<file path="src/rtl/dm_abstract_cmd_if.sv">
// dm_abstract_cmd_if: debug-module command, abstractcs and GPR debug-port signals
// shared between the register block/regfile (master) and the command sequencer (slave).
interface dm_abstract_cmd_if #(
    parameter int XLEN = 32
);
    logic            dm_active;
    logic            cmd_valid;
    logic [31:0]     cmd;
    logic [2:0]      cmderr_clr;
    logic            halted;
    logic [XLEN-1:0] data0;
    logic [XLEN-1:0] data0_wdata;
    logic            data0_we;
    logic [15:0]     cmd_regno;
    logic            cmd_regno_we;
    logic [4:0]      reg_addr;
    logic            reg_re;
    logic [XLEN-1:0] reg_rdata;
    logic [XLEN-1:0] reg_wdata;
    logic            reg_we;
    logic            busy;
    logic [2:0]      cmderr;

    modport master (
        output dm_active, cmd_valid, cmd, cmderr_clr, halted, data0, reg_rdata,
        input  data0_wdata, data0_we, cmd_regno, cmd_regno_we, reg_addr, reg_re,
               reg_wdata, reg_we, busy, cmderr
    );

    modport slave (
        input  dm_active, cmd_valid, cmd, cmderr_clr, halted, data0, reg_rdata,
        output data0_wdata, data0_we, cmd_regno, cmd_regno_we, reg_addr, reg_re,
               reg_wdata, reg_we, busy, cmderr
    );
endinterface

</file>
<file path="src/rtl/dm_abstract_cmd.sv">
// dm_abstract_cmd: RISC-V debug Access Register sequencer; validates commands against
// hart state, drives the GPR debug port and owns abstractcs.busy/cmderr.
module dm_abstract_cmd #(
    parameter int          XLEN     = 32,
    parameter int          NUM_GPR  = 32,
    parameter logic [15:0] GPR_BASE = 16'h1000
) (
    input logic iClk,
    input logic nRst,
    dm_abstract_cmd_if.slave bus
);
    typedef enum logic [1:0] {IDLE, DECODE, XFER, DONE} state_t;

    // Reserved bit 23 is not latched.
    typedef struct packed {
        logic [7:0]  cmdtype;
        logic [2:0]  aarsize;
        logic        postinc;
        logic        postexec;
        logic        transfer;
        logic        write;
        logic [15:0] regno;
    } cmd_t;

    localparam logic [16:0] LO = {1'b0, GPR_BASE};
    localparam logic [16:0] HI = LO + 17'(NUM_GPR) - 17'd1;

    state_t     state;
    cmd_t       cmd_q;
    logic       in_range;
    logic [2:0] dec_err;
    logic [2:0] set_code;
    logic [2:0] cmderr_next;

    always_comb begin
        in_range    = {1'b0, cmd_q.regno} >= LO && {1'b0, cmd_q.regno} <= HI;
        dec_err     = (cmd_q.cmdtype != 8'd0 || cmd_q.aarsize != 3'd2 || cmd_q.postexec) ? 3'd2 :
                      !bus.halted                    ? 3'd4 :
                      (cmd_q.transfer && !in_range)  ? 3'd3 : 3'd0;
        set_code    = (state == DECODE && dec_err != 3'd0) ? dec_err :
                      (bus.cmd_valid && bus.busy)          ? 3'd1 : 3'd0;
        // Sticky: only a clean cmderr can be set, and a set beats a same-cycle clear.
        cmderr_next = (set_code != 3'd0 && bus.cmderr == 3'd0) ? set_code : bus.cmderr & ~bus.cmderr_clr;
    end

    always_ff @(posedge iClk or negedge nRst) begin
        if (!nRst) begin
            state            <= IDLE;
            cmd_q            <= '0;
            bus.busy         <= 1'b0;
            bus.cmderr       <= 3'd0;
            bus.data0_wdata  <= {XLEN{1'b0}};
            bus.data0_we     <= 1'b0;
            bus.cmd_regno    <= 16'd0;
            bus.cmd_regno_we <= 1'b0;
            bus.reg_addr     <= 5'd0;
            bus.reg_re       <= 1'b0;
            bus.reg_wdata    <= {XLEN{1'b0}};
            bus.reg_we       <= 1'b0;
        end else if (!bus.dm_active) begin
            state            <= IDLE;
            cmd_q            <= '0;
            bus.busy         <= 1'b0;
            bus.cmderr       <= 3'd0;
            bus.data0_wdata  <= {XLEN{1'b0}};
            bus.data0_we     <= 1'b0;
            bus.cmd_regno    <= 16'd0;
            bus.cmd_regno_we <= 1'b0;
            bus.reg_addr     <= 5'd0;
            bus.reg_re       <= 1'b0;
            bus.reg_wdata    <= {XLEN{1'b0}};
            bus.reg_we       <= 1'b0;
        end else begin
            bus.data0_we     <= 1'b0;
            bus.cmd_regno_we <= 1'b0;
            bus.reg_re       <= 1'b0;
            bus.reg_we       <= 1'b0;
            bus.cmderr       <= cmderr_next;
            case (state)
                IDLE: begin
                    if (bus.cmd_valid && bus.cmderr == 3'd0) begin
                        cmd_q    <= {bus.cmd[31:24], bus.cmd[22:0]};
                        state    <= DECODE;
                        bus.busy <= 1'b1;
                    end
                end
                DECODE: begin
                    if (dec_err != 3'd0 || !cmd_q.transfer) begin
                        state            <= DONE;
                        bus.cmd_regno    <= cmd_q.regno + 16'd1;
                        bus.cmd_regno_we <= cmd_q.postinc && dec_err == 3'd0;
                    end else begin
                        state        <= XFER;
                        bus.reg_addr <= 5'(cmd_q.regno - GPR_BASE);
                        bus.reg_re   <= !cmd_q.write;
                        // x0 is hardwired; the write is accepted but never reaches the regfile.
                        bus.reg_we   <= cmd_q.write && 5'(cmd_q.regno - GPR_BASE) != 5'd0;
                        if (cmd_q.write)
                            bus.reg_wdata <= bus.data0;
                    end
                end
                XFER: begin
                    state            <= DONE;
                    bus.data0_we     <= !cmd_q.write;
                    bus.cmd_regno    <= cmd_q.regno + 16'd1;
                    bus.cmd_regno_we <= cmd_q.postinc;
                    if (!cmd_q.write)
                        bus.data0_wdata <= bus.reg_rdata;
                end
                default: begin
                    state    <= IDLE;
                    bus.busy <= 1'b0;
                end
            endcase
        end
    end
endmodule
</file>
<file path="src/flat_wrapper.sv">
// flat-port wrapper written by rule: the top's interface ports become plain ports
module dm_abstract_cmd_flat 
#(
    parameter int          XLEN     = 32,
    parameter int          NUM_GPR  = 32,
    parameter logic [15:0] GPR_BASE = 16'h1000
)
  (iClk, nRst, bus_dm_active, bus_cmd_valid, bus_cmd, bus_cmderr_clr, bus_halted, bus_data0, bus_reg_rdata, bus_data0_wdata, bus_data0_we, bus_cmd_regno, bus_cmd_regno_we, bus_reg_addr, bus_reg_re, bus_reg_wdata, bus_reg_we, bus_busy, bus_cmderr);
  dm_abstract_cmd_if #(.XLEN(XLEN)) bus_i ();
  input logic iClk;
  input logic nRst;
  input wire logic [$bits(bus_i.dm_active)-1:0] bus_dm_active;
  input wire logic [$bits(bus_i.cmd_valid)-1:0] bus_cmd_valid;
  input wire logic [$bits(bus_i.cmd)-1:0] bus_cmd;
  input wire logic [$bits(bus_i.cmderr_clr)-1:0] bus_cmderr_clr;
  input wire logic [$bits(bus_i.halted)-1:0] bus_halted;
  input wire logic [$bits(bus_i.data0)-1:0] bus_data0;
  input wire logic [$bits(bus_i.reg_rdata)-1:0] bus_reg_rdata;
  output wire logic [$bits(bus_i.data0_wdata)-1:0] bus_data0_wdata;
  output wire logic [$bits(bus_i.data0_we)-1:0] bus_data0_we;
  output wire logic [$bits(bus_i.cmd_regno)-1:0] bus_cmd_regno;
  output wire logic [$bits(bus_i.cmd_regno_we)-1:0] bus_cmd_regno_we;
  output wire logic [$bits(bus_i.reg_addr)-1:0] bus_reg_addr;
  output wire logic [$bits(bus_i.reg_re)-1:0] bus_reg_re;
  output wire logic [$bits(bus_i.reg_wdata)-1:0] bus_reg_wdata;
  output wire logic [$bits(bus_i.reg_we)-1:0] bus_reg_we;
  output wire logic [$bits(bus_i.busy)-1:0] bus_busy;
  output wire logic [$bits(bus_i.cmderr)-1:0] bus_cmderr;
  assign bus_i.dm_active = bus_dm_active;
  assign bus_i.cmd_valid = bus_cmd_valid;
  assign bus_i.cmd = bus_cmd;
  assign bus_i.cmderr_clr = bus_cmderr_clr;
  assign bus_i.halted = bus_halted;
  assign bus_i.data0 = bus_data0;
  assign bus_i.reg_rdata = bus_reg_rdata;
  assign bus_data0_wdata = bus_i.data0_wdata;
  assign bus_data0_we = bus_i.data0_we;
  assign bus_cmd_regno = bus_i.cmd_regno;
  assign bus_cmd_regno_we = bus_i.cmd_regno_we;
  assign bus_reg_addr = bus_i.reg_addr;
  assign bus_reg_re = bus_i.reg_re;
  assign bus_reg_wdata = bus_i.reg_wdata;
  assign bus_reg_we = bus_i.reg_we;
  assign bus_busy = bus_i.busy;
  assign bus_cmderr = bus_i.cmderr;
  dm_abstract_cmd #(.XLEN(XLEN), .NUM_GPR(NUM_GPR), .GPR_BASE(GPR_BASE)) u_core (.iClk(iClk), .nRst(nRst), .bus(bus_i));
endmodule
</file>
<file path="config.mk">
export PLATFORM = sky130hd
export DESIGN_NAME = dm_abstract_cmd_flat
export DESIGN_NICKNAME = d
export VERILOG_FILES = /design/src/rtl/dm_abstract_cmd_if.sv /design/src/rtl/dm_abstract_cmd.sv /design/src/flat_wrapper.sv
export SDC_FILE = /design/constraint.sdc
export NUM_CORES = 1
export LEC_CHECK = 0
export CAP_MARGIN = 20
export CELL_PAD_IN_SITES_DETAIL_PLACEMENT = 1
export CELL_PAD_IN_SITES_GLOBAL_PLACEMENT = 2
export CORE_MARGIN = 1
export CORE_UTILIZATION = 24
export DETAILED_ROUTE_END_ITERATION = 12
export GPL_TIMING_DRIVEN = 0
export PLACE_DENSITY_LB_ADDON = 0.08
export REMOVE_ABC_BUFFERS = 1
export SETUP_SLACK_MARGIN = 0.2
export SLEW_MARGIN = 20
export SYNTH_ARGS = -nofsm -noshare
export SYNTH_HDL_FRONTEND = slang
export SYNTH_SLANG_ARGS = --single-unit
export TNS_END_PERCENT = 100
</file>
<file path="constraint.sdc">
create_clock -name iClk -period 1.8 [get_ports iClk]
set_input_delay 0.36 -clock iClk [delete_from_list [all_inputs] [get_ports iClk]]
set_output_delay 0.36 -clock iClk [all_outputs]
set_load 0.05 [all_outputs]
</file>
==> impl_metrics.env <==
export IMPL_period_share=1.02
export IMPL_ios=197
export IMPL_wirelength_um=18600
export IMPL_synth_edf_count=0
export IMPL_hold_viol=0
export IMPL_peakVddDrop_mv=0.557
export IMPL_dieArea_um2=22500
export IMPL_htreeDepth=4
export IMPL_maxCapViolCount=0
export IMPL_area_delta_synth_final_pct=67.3
export IMPL_synth_ff_type="dfrtp_1"
export IMPL_gp_congestion=0.730
export IMPL_violations="setup timing"
export IMPL_via_per_inst=4.71
export IMPL_drt_iter0_markers=151
export IMPL_status="finished with violations"
export IMPL_start_util=0.247
export IMPL_antenna_found_initial=1
export IMPL_cts_path_max_buffers=2
export IMPL_synth_warning_count=0
export IMPL_seq_area_frac_synth=0.601
export IMPL_drc=0
export IMPL_antenna_left=0
export IMPL_clkSinkCount=126
export IMPL_finalCriticalPeriod_ns=1.84
export IMPL_num_vias=4616
export IMPL_grt_pass1_wl_um=27600
export IMPL_leakagePower_nw=3.60
export IMPL_async_flop_share=1.00
export IMPL_powerDensity_nw_per_um2=1330
export IMPL_clk_pin_slew_worst_paths_ns=0.06
export IMPL_worstPathMaxFanout=8
export IMPL_critPathRequiredTime_ns=2.13
export IMPL_die_y_um=150
export IMPL_synth_avg_cell_area_um2=11.2
export IMPL_syn_inst=470
export IMPL_totalPowerFinal_mw=11.7
export IMPL_path_class="reg2reg"
export IMPL_cts_root_buf="clkbuf_16"
export IMPL_grtUsageTotal=0.166
export IMPL_cts_buffers=17
export IMPL_slew_headroom=0.676
export IMPL_hp_class="in2async"
export IMPL_detailed_place_hpwl_um=11500
export IMPL_clk_insertion_delay_late_ns=0.42
export IMPL_tritoncts="built"
export IMPL_fin_util=0.414
export IMPL_end_kind="flip-flop"
export IMPL_ys_seq_elements=126
export IMPL_antennaDiodeCount=0
export IMPL_synth_area_um2=5250
export IMPL_avgRoutedWirePerCell_um=19.0
export IMPL_die_x_um=150
export IMPL_worst_slack_ns=-0.0446
export IMPL_grt_pass1_vias=4702
export IMPL_core_area_um2=21200
export IMPL_cp_start_kind="flip-flop"
export IMPL_synth_cell_types=40
export IMPL_grt_max_degree=85
export IMPL_clock_skew_ns=0.00636
export IMPL_drt_pass1_iter_count=5
export IMPL_fmax_ghz=0.542
export IMPL_io_buffer_count=195
export IMPL_rsz0062_at_grt="yes"
export IMPL_setup_violations_final=23
export IMPL_tightest_slew_ns=0.486
export IMPL_num_rows=53
export IMPL_grt_ovfl_total=0
export IMPL_drive_above_1_share=0.322
export IMPL_cp_data_arrival_time_ns=2.18
export IMPL_nets=803
export IMPL_drv_slew=0
export IMPL_reg2reg_depth=6
[worst max-delay path, stage by stage, from the launching register on]
cell and delay (ns):
dfrtp_1 0.41, nor4_4 0.27, buf_4 0.18, and4_4 0.34, and3_4 0.32, nand2_1 0.10, a21oi_2 0.15
[worst paths after layout]
check / endpoint / slack [ns] / startpoint
worst min register to register: u_core.bus.data0_wdata[20] / 0.50 / u_core.bus.data0_wdata[20]
worst min-delay path: u_core.bus.reg_wdata[7] / 0.42 / nRst
worst max-delay path: u_core.bus.reg_wdata[5] / -0.04 / u_core.cmd_q[18]
max in group asynchronous: u_core.state[0] / 0.58 / nRst
min in group iClk: u_core.bus.reg_wdata[11] / 0.49 / bus_data0[11]
worst max register to register: u_core.bus.reg_wdata[5] / -0.04 / u_core.cmd_q[18]
[synthesized netlist by cell type (all sizes together), types with 2 or more instances]
cell,number,share of area
a22o,63,0.11
nor4b,3,0.0062
ha,6,0.014
o21ai,2,0.0019
a21oi,39,0.037
nor4,8,0.012
dfrtp,126,0.60
nand4,3,0.0036
nand3b,2,0.0029
xor2,5,0.0083
nand3,12,0.011
buf,11,0.014
and3,8,0.0098
nor2,28,0.020
a211oi,14,0.020
inv,12,0.0086
nand2,71,0.051
xnor2,9,0.015
nor3,7,0.0067
clkbuf,22,0.018
mux2i,8,0.015
[cell families after synthesis]
kind of cell / count (synthesis) / share of synthesized area
flops: 126 / 0.601
mux: 8 / 0.0153
compound gates: 124 / 0.174
simple gates: 147 / 0.132
fa+ha+maj: 6 / 0.0143
xor+xnor: 14 / 0.0234
buf+inv: 45 / 0.0405
[report_power, final]
| group | total, mW | internal, mW | switching, mW |
|---|---|---|---|
| sequential | 3.89 | 3.36 | 0.527 |
| clock | 3.32 | 1.97 | 1.35 |
| combinational | 4.49 | 1.83 | 2.65 |
| total | 11.7 | 7.17 | 4.53 |
[cell type report]
class | count | area, um^2
fillers | 2254 | 12400
flip-flops and latches | 126 | 3170
clock inverters | 13 | 115
inverters | 12 | 55.1
well taps | 275 | 344
repair buffers | 230 | 2430
multi-input cells | 306 | 2210
clock buffers | 19 | 453
[flip-flops by register name, indices dropped and copies added (netlist names)]
register                 count
u_core.bus.reg_re            1
u_core.state                 2
u_core.bus.reg_wdata        32
u_core.bus.cmd_regno        16
u_core.bus.busy              1
u_core.bus.cmd_regno_we      1
u_core.bus.data0_wdata      32
u_core.cmd_q                31
u_core.bus.cmderr            3
u_core.bus.reg_we            1
u_core.bus.data0_we          1
u_core.bus.reg_addr          5
[timing repair]
item / 4_1_cts / 5_1_grt
cloned: 7 / 1
setup buffers: 12 / 15
gates resized for setup: 329 / 36
setup endpoints to repair: 218 / 110
hold buffers: 1 / 0
pin swaps: 30 / 20
endpoints found under the hold margin: 42 / 0
[stage by stage]
step                setup WS (ns)  area [um^2]  instances  setup TNS, ns  hold WS (ns)
floorplan                   -1.34         5080        437         -85.69        0.0644
global placement            -4.91         7380        907        -922.31         0.482
detailed placement          -1.11         7560        913         -87.32         0.279
CTS                       -0.0944         8600        965          -1.48         0.424
global route               -0.146         8780        981          -4.45         0.430
finish                    -0.0446         8780        981         -0.298         0.420
[metal layers]
metal | GRT usage | vias up | share of wire
li1 | - | 2153 | -
met1 | 0.219 | 2321 | 0.47
met2 | 0.262 | 128 | 0.47
met3 | 0.0524 | 14 | 0.057
met4 | 0.0439 | 0 | 0.0089
met5 | 0 | - | 0
[placed cells by master, fill, tap and decap left out, types with 5 or more instances in the layout]
cell	netlist	final
buf_4	1	23
mux2i_1	8	8
a211oi_1	14	14
inv_1	12	7
xor2_1	5	5
a22o_1	62	62
nand2_2	0	8
and3_1	7	5
nor2_1	28	26
dfrtp_1	126	111
nand2_1	71	63
clkdlybuf4s15_2	0	90
nand3_1	12	11
xnor2_1	9	9
a21oi_1	39	34
dfrtp_2	0	15
and3_4	0	6
clkdlybuf4s50_1	0	100
clkbuf_16	0	17
(Power assumes the default switching activity.)
